`src/rtl/sap1_ucode_pkg.sv`:
```
// Shared micro-code definitions for the SAP-1 microsequencer: opcodes,
// micro-op and sequencing encodings, routine base addresses and field widths.
package sap1_ucode_pkg;

  localparam int UPC_W_DEF = 5;
  localparam int OPC_W_DEF = 4;
  localparam int UOP_W     = 4;
  localparam int SEQ_W     = 2;

  localparam logic [3:0] OPC_LDA = 4'b0000;
  localparam logic [3:0] OPC_ADD = 4'b0001;
  localparam logic [3:0] OPC_SUB = 4'b0010;
  localparam logic [3:0] OPC_OUT = 4'b1110;
  localparam logic [3:0] OPC_HLT = 4'b1111;

  typedef enum logic [UOP_W-1:0] {
    UOP_NOP,
    UOP_EP_LM,
    UOP_CP,
    UOP_CE_LI,
    UOP_EI_LM,
    UOP_CE_LA,
    UOP_CE_LB,
    UOP_ADD,
    UOP_SUB,
    UOP_EA_LO,
    UOP_HALT,
    UOP_ILL
  } uop_t;

  typedef enum logic [SEQ_W-1:0] {
    SEQ_INC  = 2'b00,
    SEQ_MAP  = 2'b01,
    SEQ_CLR  = 2'b10,
    SEQ_HOLD = 2'b11
  } seq_t;

  typedef struct packed {
    uop_t uop;
    seq_t seq;
  } uword_t;

  // Entry points of the fetch block and each execute routine
  localparam int FETCH_BASE = 0;
  localparam int LDA_BASE   = 4;
  localparam int ADD_BASE   = 6;
  localparam int SUB_BASE   = 9;
  localparam int OUT_BASE   = 12;
  localparam int HLT_BASE   = 13;
  localparam int ILL_BASE   = 14;

  typedef struct packed {
    logic ep;
    logic cp;
    logic lm;
    logic ce;
    logic li;
    logic ei;
    logic la;
    logic ea;
    logic su;
    logic eu;
    logic lb;
    logic lo;
  } strobes_t;

endpackage

```
`src/rtl/sap1_microsequencer_if.sv`:
```
// Bundle between the microsequencer (master) and the SAP-1 datapath (slave):
// step enable and IR opcode in, datapath strobes and sequencer status out.
interface sap1_microsequencer_if #(
  parameter int UPC_W = 5,
  parameter int OPC_W = 4
);
  logic             run;
  logic [OPC_W-1:0] IR_OPC_i;
  logic             EP;
  logic             CP;
  logic             LM;
  logic             CE_o;
  logic             LI_o;
  logic             EI_o;
  logic             LA_o;
  logic             EA_o;
  logic             SU_o;
  logic             EU_o;
  logic             LB_o;
  logic             LO_o;
  logic             LOAD_o;
  logic             INC_o;
  logic             CLR_o;
  logic [UPC_W-1:0] UPC_o;
  logic             HLT_o;
  logic             ILL_o;

  modport master (
    input  run, IR_OPC_i,
    output EP, CP, LM, CE_o, LI_o, EI_o, LA_o, EA_o, SU_o, EU_o, LB_o, LO_o,
    output LOAD_o, INC_o, CLR_o, UPC_o, HLT_o, ILL_o
  );

  modport slave (
    output run, IR_OPC_i,
    input  EP, CP, LM, CE_o, LI_o, EI_o, LA_o, EA_o, SU_o, EU_o, LB_o, LO_o,
    input  LOAD_o, INC_o, CLR_o, UPC_o, HLT_o, ILL_o
  );
endinterface

```
`src/rtl/sap1_ucode_rom.sv`:
```
// Control store (combinational, indexed by the micro-PC) and the decoder that
// turns a micro-op into datapath strobes. Each word drives at most one bus source.
module sap1_ucode_rom
  import sap1_ucode_pkg::*;
#(
  parameter int UPC_W = UPC_W_DEF
) (
  input  logic [UPC_W-1:0] upc,
  output uop_t             uop,
  output seq_t             seq,
  output strobes_t         strobes
);

  uword_t word;

  // Control store contents: fetch/decode, then one routine per instruction
  always_comb begin
    word = {UOP_NOP, SEQ_CLR};
    case (int'(upc))
      0:       word = {UOP_EP_LM, SEQ_INC};
      1:       word = {UOP_CP,    SEQ_INC};
      2:       word = {UOP_CE_LI, SEQ_INC};
      3:       word = {UOP_NOP,   SEQ_MAP};
      4:       word = {UOP_EI_LM, SEQ_INC};
      5:       word = {UOP_CE_LA, SEQ_CLR};
      6:       word = {UOP_EI_LM, SEQ_INC};
      7:       word = {UOP_CE_LB, SEQ_INC};
      8:       word = {UOP_ADD,   SEQ_CLR};
      9:       word = {UOP_EI_LM, SEQ_INC};
      10:      word = {UOP_CE_LB, SEQ_INC};
      11:      word = {UOP_SUB,   SEQ_CLR};
      12:      word = {UOP_EA_LO, SEQ_CLR};
      13:      word = {UOP_HALT,  SEQ_HOLD};
      14:      word = {UOP_ILL,   SEQ_CLR};
      default: word = {UOP_NOP,   SEQ_CLR};
    endcase
  end

  assign uop = word.uop;
  assign seq = word.seq;

  // Micro-op to strobe decode; HALT and ILL only affect the sticky flags upstream
  always_comb begin
    strobes = '0;
    case (uop)
      UOP_EP_LM: begin strobes.ep = 1'b1; strobes.lm = 1'b1; end
      UOP_CP:    strobes.cp = 1'b1;
      UOP_CE_LI: begin strobes.ce = 1'b1; strobes.li = 1'b1; end
      UOP_EI_LM: begin strobes.ei = 1'b1; strobes.lm = 1'b1; end
      UOP_CE_LA: begin strobes.ce = 1'b1; strobes.la = 1'b1; end
      UOP_CE_LB: begin strobes.ce = 1'b1; strobes.lb = 1'b1; end
      UOP_ADD:   begin strobes.eu = 1'b1; strobes.la = 1'b1; end
      UOP_SUB:   begin strobes.su = 1'b1; strobes.eu = 1'b1; strobes.la = 1'b1; end
      UOP_EA_LO: begin strobes.ea = 1'b1; strobes.lo = 1'b1; end
      default:   strobes = '0;
    endcase
  end

endmodule

```
`src/rtl/sap1_microsequencer.sv`:
```
// SAP-1 vertical microsequencer: micro-PC register, opcode map, run gating of
// the decoded strobes, and the sticky halt / illegal-opcode flags.
module sap1_microsequencer
  import sap1_ucode_pkg::*;
#(
  parameter int UPC_W = UPC_W_DEF,
  parameter int OPC_W = OPC_W_DEF
) (
  input  logic                  clk,
  input  logic                  rst,
  sap1_microsequencer_if.master bus
);

  logic [UPC_W-1:0] upc_reg;
  logic [UPC_W-1:0] upc_next;
  logic [UPC_W-1:0] map_target;
  logic [OPC_W-1:0] opc;
  logic             hlt_reg;
  logic             ill_reg;
  logic             active;
  uop_t             uop;
  seq_t             seq;
  strobes_t         strobes;

  sap1_ucode_rom #(.UPC_W(UPC_W)) u_rom (
    .upc     (upc_reg),
    .uop     (uop),
    .seq     (seq),
    .strobes (strobes)
  );

  assign opc = bus.IR_OPC_i;

  // A stalled or resetting cycle must not fire any strobe or sequencing action
  assign active = bus.run & ~rst;

  // Opcode to routine entry point; unknown opcodes land on the illegal trap word
  always_comb begin
    map_target = UPC_W'(ILL_BASE);
    case (opc)
      OPC_W'(OPC_LDA): map_target = UPC_W'(LDA_BASE);
      OPC_W'(OPC_ADD): map_target = UPC_W'(ADD_BASE);
      OPC_W'(OPC_SUB): map_target = UPC_W'(SUB_BASE);
      OPC_W'(OPC_OUT): map_target = UPC_W'(OUT_BASE);
      OPC_W'(OPC_HLT): map_target = UPC_W'(HLT_BASE);
      default:         map_target = UPC_W'(ILL_BASE);
    endcase
  end

  // Next micro-PC from the word's sequencing field; a bubble holds the micro-PC
  always_comb begin
    upc_next = upc_reg;
    if (bus.run) begin
      case (seq)
        SEQ_INC:  upc_next = upc_reg + 1'b1;
        SEQ_MAP:  upc_next = map_target;
        SEQ_CLR:  upc_next = UPC_W'(FETCH_BASE);
        default:  upc_next = upc_reg;
      endcase
    end
  end

  // Micro-PC and sticky flags; flags latch when their trap word actually executes
  always_ff @(posedge clk or posedge rst) begin
    if (rst) begin
      upc_reg <= '0;
      hlt_reg <= 1'b0;
      ill_reg <= 1'b0;
    end else begin
      upc_reg <= upc_next;
      if (bus.run && uop == UOP_HALT) hlt_reg <= 1'b1;
      if (bus.run && uop == UOP_ILL)  ill_reg <= 1'b1;
    end
  end

  assign bus.EP     = active & strobes.ep;
  assign bus.CP     = active & strobes.cp;
  assign bus.LM     = active & strobes.lm;
  assign bus.CE_o   = active & strobes.ce;
  assign bus.LI_o   = active & strobes.li;
  assign bus.EI_o   = active & strobes.ei;
  assign bus.LA_o   = active & strobes.la;
  assign bus.EA_o   = active & strobes.ea;
  assign bus.SU_o   = active & strobes.su;
  assign bus.EU_o   = active & strobes.eu;
  assign bus.LB_o   = active & strobes.lb;
  assign bus.LO_o   = active & strobes.lo;
  assign bus.LOAD_o = active & (seq == SEQ_MAP);
  assign bus.INC_o  = active & (seq == SEQ_INC);
  assign bus.CLR_o  = active & (seq == SEQ_CLR);
  assign bus.UPC_o  = upc_reg;
  assign bus.HLT_o  = hlt_reg;
  assign bus.ILL_o  = ill_reg;

endmodule

```
`src/flat_wrapper.sv`:
```
// flat-port wrapper written by rule: the top's interface ports become plain ports
module sap1_microsequencer_flat import sap1_ucode_pkg::*;
#(
  parameter int UPC_W = UPC_W_DEF,
  parameter int OPC_W = OPC_W_DEF
)
  (clk, rst, bus_run, bus_IR_OPC_i, bus_EP, bus_CP, bus_LM, bus_CE_o, bus_LI_o, bus_EI_o, bus_LA_o, bus_EA_o, bus_SU_o, bus_EU_o, bus_LB_o, bus_LO_o, bus_LOAD_o, bus_INC_o, bus_CLR_o, bus_UPC_o, bus_HLT_o, bus_ILL_o);
  sap1_microsequencer_if #(.UPC_W(UPC_W), .OPC_W(OPC_W)) bus_i ();
  input  logic clk;
  input  logic rst;
  input wire logic [$bits(bus_i.run)-1:0] bus_run;
  input wire logic [$bits(bus_i.IR_OPC_i)-1:0] bus_IR_OPC_i;
  output wire logic [$bits(bus_i.EP)-1:0] bus_EP;
  output wire logic [$bits(bus_i.CP)-1:0] bus_CP;
  output wire logic [$bits(bus_i.LM)-1:0] bus_LM;
  output wire logic [$bits(bus_i.CE_o)-1:0] bus_CE_o;
  output wire logic [$bits(bus_i.LI_o)-1:0] bus_LI_o;
  output wire logic [$bits(bus_i.EI_o)-1:0] bus_EI_o;
  output wire logic [$bits(bus_i.LA_o)-1:0] bus_LA_o;
  output wire logic [$bits(bus_i.EA_o)-1:0] bus_EA_o;
  output wire logic [$bits(bus_i.SU_o)-1:0] bus_SU_o;
  output wire logic [$bits(bus_i.EU_o)-1:0] bus_EU_o;
  output wire logic [$bits(bus_i.LB_o)-1:0] bus_LB_o;
  output wire logic [$bits(bus_i.LO_o)-1:0] bus_LO_o;
  output wire logic [$bits(bus_i.LOAD_o)-1:0] bus_LOAD_o;
  output wire logic [$bits(bus_i.INC_o)-1:0] bus_INC_o;
  output wire logic [$bits(bus_i.CLR_o)-1:0] bus_CLR_o;
  output wire logic [$bits(bus_i.UPC_o)-1:0] bus_UPC_o;
  output wire logic [$bits(bus_i.HLT_o)-1:0] bus_HLT_o;
  output wire logic [$bits(bus_i.ILL_o)-1:0] bus_ILL_o;
  assign bus_i.run = bus_run;
  assign bus_i.IR_OPC_i = bus_IR_OPC_i;
  assign bus_EP = bus_i.EP;
  assign bus_CP = bus_i.CP;
  assign bus_LM = bus_i.LM;
  assign bus_CE_o = bus_i.CE_o;
  assign bus_LI_o = bus_i.LI_o;
  assign bus_EI_o = bus_i.EI_o;
  assign bus_LA_o = bus_i.LA_o;
  assign bus_EA_o = bus_i.EA_o;
  assign bus_SU_o = bus_i.SU_o;
  assign bus_EU_o = bus_i.EU_o;
  assign bus_LB_o = bus_i.LB_o;
  assign bus_LO_o = bus_i.LO_o;
  assign bus_LOAD_o = bus_i.LOAD_o;
  assign bus_INC_o = bus_i.INC_o;
  assign bus_CLR_o = bus_i.CLR_o;
  assign bus_UPC_o = bus_i.UPC_o;
  assign bus_HLT_o = bus_i.HLT_o;
  assign bus_ILL_o = bus_i.ILL_o;
  sap1_microsequencer #(.UPC_W(UPC_W), .OPC_W(OPC_W)) u_core (.clk(clk), .rst(rst), .bus(bus_i));
endmodule
```
`config.mk`:
```
export PLATFORM = sky130hd
export DESIGN_NAME = sap1_microsequencer_flat
export DESIGN_NICKNAME = d
export VERILOG_FILES = /design/src/rtl/sap1_ucode_pkg.sv /design/src/rtl/sap1_microsequencer_if.sv /design/src/rtl/sap1_ucode_rom.sv /design/src/rtl/sap1_microsequencer.sv /design/src/flat_wrapper.sv
export SDC_FILE = /design/constraint.sdc
export NUM_CORES = 1
export LEC_CHECK = 0
export CAP_MARGIN = 20
export CORE_MARGIN = 1
export CORE_UTILIZATION = 48
export CTS_CLUSTER_DIAMETER = 50
export DETAILED_ROUTE_END_ITERATION = 12
export GPL_TIMING_DRIVEN = 0
export PLACE_DENSITY = 0.8
export SYNTH_ARGS = -nofsm -noshare
export SYNTH_HDL_FRONTEND = slang
export SYNTH_HIERARCHICAL = 1
export SYNTH_SLANG_ARGS = --single-unit
```
`constraint.sdc`:
```
create_clock -name clk -period 3.3 [get_ports clk]
set_clock_uncertainty 0.2 [all_clocks]
set_input_delay 0.66 -clock clk [delete_from_list [all_inputs] [get_ports clk]]
set_output_delay 0.66 -clock clk [all_outputs]
set_load 0.005 [all_outputs]
```
==> Yosys cells after proc, flatten, opt, wreduce, memory -nomap -nowiden <==
Memory sizes are Yosys's and may differ from the RTL's.
Cells that the tools add are included.
{ "op_classes": {"add_sub_neg": 1, "n_eq_ne": 17, "n_mux": 14, "bitwise_logic": 16, "reduce_logical": 10} }
{ "ops": {"columns": ["cell", "count"], "rows": [
  ["4-bit == test, second input constant", 6],
  ["4-bit one-hot mux with 5 select lines", 1],
  ["4-bit by 3-bit == test with 1-bit output, second input constant", 4],
  ["1-bit AND", 15],
  ["5-bit one-hot mux with 3 select lines", 1],
  ["4-bit by 2-bit == test with 1-bit output, second input constant", 3],
  ["1-bit two-way mux", 11],
  ["4-bit by 1-bit == test with 1-bit output, second input constant", 2],
  ["6-bit two-way mux", 1],
  ["3-bit OR reduction", 2],
  ["5-bit by 1-bit adder with 5-bit output, second input constant", 1],
  ["4-bit zero test", 1],
  ["2-bit OR reduction", 2],
  ["3-bit nonzero test", 1],
  ["2-bit by 1-bit == test with 1-bit output, second input constant", 1],
  ["2-bit == test, second input constant", 1],
  ["1-bit logical AND", 2],
  ["2-bit zero test", 1],
  ["2-bit AND reduction", 1],
  ["1-bit NOT", 1]
]} }
{ "totals": {"ff_bits": 7, "romBits": 96, "out_inout_bits": 22, "wordCells": 62, "n_memories": 1} }
{ "memory_table": {"columns": ["memory", "words", "width", "rd", "rd_ports_with_merged_regs", "wr", "line", "rtl"], "rows": [
  ["(no name shown)", 16, 6, 1, 0, 0, "sap1_ucode_rom.sv:19", "case (int'(upc))"]
]} }

==> Logic depth before layout (Yosys ltp) <==
An unclocked memory read counts as a cell.
{ "logic_depth": {"ltp_word": 6, "mapped_depth": 11, "mapped_depth_nobuf": 10} }

==> Cells and area by module <==
Netlist, hierarchy kept.
{ "by_module_without_submodules": {"columns": ["module", "n_inst", "cells_per_inst", "area_each_um2"], "rows": [
  ["sap1_microsequencer", 1, 67, 603.1],
  ["sap1_ucode_rom", 1, 57, 421.7]
]} }

==> Worst setup path after synthesis <==
No wires, ideal clock.
{ "synth_path": {"path_type": "reg2out", "start": "register u_core.upc_reg[0] (netlist: u_core/bus.UPC_o[0])", "end": "output bus_EU_o", "arrival_ns": 1.823, "path_slack_ns": 0.617, "path_stages_with_launch": 9, "path_cell_list": "dfrtp_1 > inv_1 > ha_1 > o21a_1 > o21ai_2 > inv_2 > or3_4 > o21ai_2 > and2_1"} }
{ "synth_rtl": {"columns": ["element", "line", "rtl"], "rows": [
  ["start, declared", "sap1_microsequencer.sv:14", "logic [UPC_W-1:0] upc_reg;"],
  ["start signal, assigned", "sap1_microsequencer.sv:70", "upc_reg <= upc_next;"],
  ["end, declared", "flat_wrapper.sv:22", "output wire logic [$bits(bus_i.EU_o)-1:0] bus_EU_o;"]
]} }

==> impl_metrics.tcl <==
set metrics [dict create \
    status "complete, no violations" \
    max_freq_mhz 309 \
    grt_first_pass_wirelength_mm 3.80 \
    p_per_area_nw_per_um2 1020 \
    portBuffers 28 \
    fin_tns_setup_ns 0 \
    startpoint_type "flop" \
    cts_buffer_depth 2 \
    synth_cells 124 \
    layout-drive-gt1-share_pct 34.7 \
    grt_max_degree 13 \
    critPathKind "flop to output port" \
    cp_top_family "buffers and inverters" \
    rows 16 \
    cts_tree "done" \
    grtUsageTotal_pct 23.4 \
    dp_hpwl_mm 1.92 \
    chipWidth_um 48.2 \
    crit_slowest_cell "dfrtp_2" \
    synth.distinct_cells 42 \
    ant_nets 0 \
    cap_violations 0 \
    floorplan.die_area_um2 2320 \
    pre_cts_ws_ns -0.0880 \
    fin_crit_ns 3.24 \
    insertion_delay_ns 0.26 \
    final_cell_mix "22 x buf_4, 19 x clkdlybuf4s50_1, 15 x and2_1" \
    crit_fanout 6 \
    synth-edff-count 0 \
    power_mw 1.67 \
    cp.required_ns 2.44 \
    yosys_warnings 6 \
    cts_buffers 3 \
    syn_nets 141 \
    final_nets 194 \
    max_stage_delay_ns 0.43 \
    drv_slew 0 \
    core_region_area_um2 1980 \
    hold_viol 0 \
    vdd_ir_drop_max_v 0.000590 \
    worst_slack_ns 0.0611 \
    rsz0062_at_grt "yes" \
    layout_commonest_cell "buf_4" \
    gp_congestion 0.793 \
    io_pins 29 \
    syn_area_um2 1020 \
    synth-seq-cells 7 \
    total_leakage_power_nw 0.848 \
    yosysTopAreaCell "dfrtp_1" \
    yosys-top-cells-area "dfrtp_1 17%, ha_1 12%, and2_1 9.2%" \
    min_period_over_period_pct 98.1 \
    wl_per_cell_um 15.5 \
    first_pass_iters 4 \
    ys_async_sr_fraction_pct 100 \
    antenna_found_initial 0 \
    die_h_um 48.2 \
    n_fill_cell 110 \
    ys_seq_area_share_pct 17.1 \
    grt_pass1_vias 888 \
    synth_top_area_share_pct 17.1 \
    drt_iter0_markers 18 \
    drc_errors 0 \
    crit_arrival_ns 2.38 \
    vias 1140 \
    clock_sinks 7 \
    path_cells "buf_8, nand2b_4, o32ai_4, a311oi_4, inv_2, and3_1, and2_1, clkdlybuf4s50_1" \
    tightest_slew_ns 0.997 \
    cts_root_buf "clkbuf_4" \
    hold_class "flop to flop" \
    area_growth_pct 60.0 \
    htreeDepth 1 \
    avgViaCountPerCell 5.62 \
    setup_viol 0 \
    critPathBufInv 3 \
    ctsHoldBuffers 0 \
    start_util_pct 51.7 \
    grt-ovfl-total 0 \
    num_antenna_cells 0 \
    clkTransAtPathRegs_ns 0.06 \
    synth_flop_cell "dfrtp_1" \
    syn-mean-instance-area_um2 8.26 \
    max-slew-margin-rel_pct 31.8 \
    finalWirelength_mm 3.15 \
    endpoint_kind "output port" \
]
[cell type report]
cell class	instances	area (um2)	area share [%]
Tap cell	27	33.8	2.06
Sequential cell	7	180	11.0
Clock buffer	4	26.3	1.60
Multi-Input combinational cell	98	855	52.1
Inverter	13	48.8	2.98
Timing Repair Buffer	48	445	27.2
Buffer	6	50.0	3.05
[worst register-to-register path: cells and delay by family, from the launching register on]
kind                     cells  cell delay [ns]
multiplexers                 1             0.16
flip-flops                   1             0.40
adder cells (fa/ha/maj)      2             0.47
buffers and inverters        3             0.59
AO/OA/AOI/OAI                2             0.16
AND/OR/NAND/NOR              4             0.52
[synth_stat cells, drive strengths merged, types with 3 or more instances]
master / count
ha: 10
dfrtp: 7
nor2b: 4
mux2i: 4
buf: 4
nor2: 14
inv: 13
a21oi: 5
o21ai: 3
nand3: 4
nand3b: 3
nand2b: 3
or3: 3
and2: 15
nand2: 6
[where the power goes]
part	switching (mW)	internal, mW	leakage (nW)
logic	0.675	0.721	0.750
registers	0.0606	0.132	0.0834
clock network	0.0346	0.0463	0.0150
[routing by layer]
metal	up-vias	wire length [um]	global-route usage, %
met5	-	0	0
met4	0	125	8.33
met3	12	178	3.70
met2	55	1650	44.3
met1	541	1190	25.9
li1	532	-	-
[worst paths after layout]
check,startpoint,endpoint,slack (ns),cells past startpoint
min reg2reg,u_core/bus.HLT_o,u_core/bus.HLT_o,0.27,1
min in group asynchronous,rst,u_core/bus.ILL_o,0.46,2
min,u_core/bus.HLT_o,u_core/bus.HLT_o,0.27,1
max reg2reg,u_core/bus.UPC_o[0],u_core/bus.UPC_o[1],0.67,12
max,u_core/bus.UPC_o[3],bus_EP,0.06,8
max in group asynchronous,rst,u_core/bus.UPC_o[2],2.19,2
[per-stage QoR]
step / util (%) / hold WS, ns / cell area, um2 / cells
floorplan: - / 0.260 / 1020 / 124
global placement: 67.6 / 0.250 / 1340 / 179
detailed placement: 67.6 / 0.258 / 1340 / 179
CTS: 74.3 / 0.270 / 1470 / 193
global route: 82.7 / 0.300 / 1640 / 203
finish: 82.7 / 0.274 / 1640 / 203
[state kept, by name, indices dropped and copies added, names as in the netlist]
| signal | flops |
|---|---|
| u_core/bus.HLT_o | 1 |
| u_core/bus.UPC_o | 5 |
| u_core/bus.ILL_o | 1 |
[cell families (layout without fill, tap and decap cells)]
family	Yosys count	count (layout)	synth area share, %
buffers and inverters	19	71	9.16
AOI/OAI and AO/OA	25	25	22.3
DFF	7	7	17.1
muxes	5	5	5.37
adders and majority gates	10	10	12.2
and+or+nand+nor	58	58	33.8
[repair_timing]
item | 4_1_cts | 5_1_grt
setup buffers | 10 | 10
pin swaps | 7 | 9
resized for setup | 15 | 21
gates cloned | 0 | 0
setup endpoints to repair | 15 | 12
No activity file was read; power rests on OpenSTA's default activity.
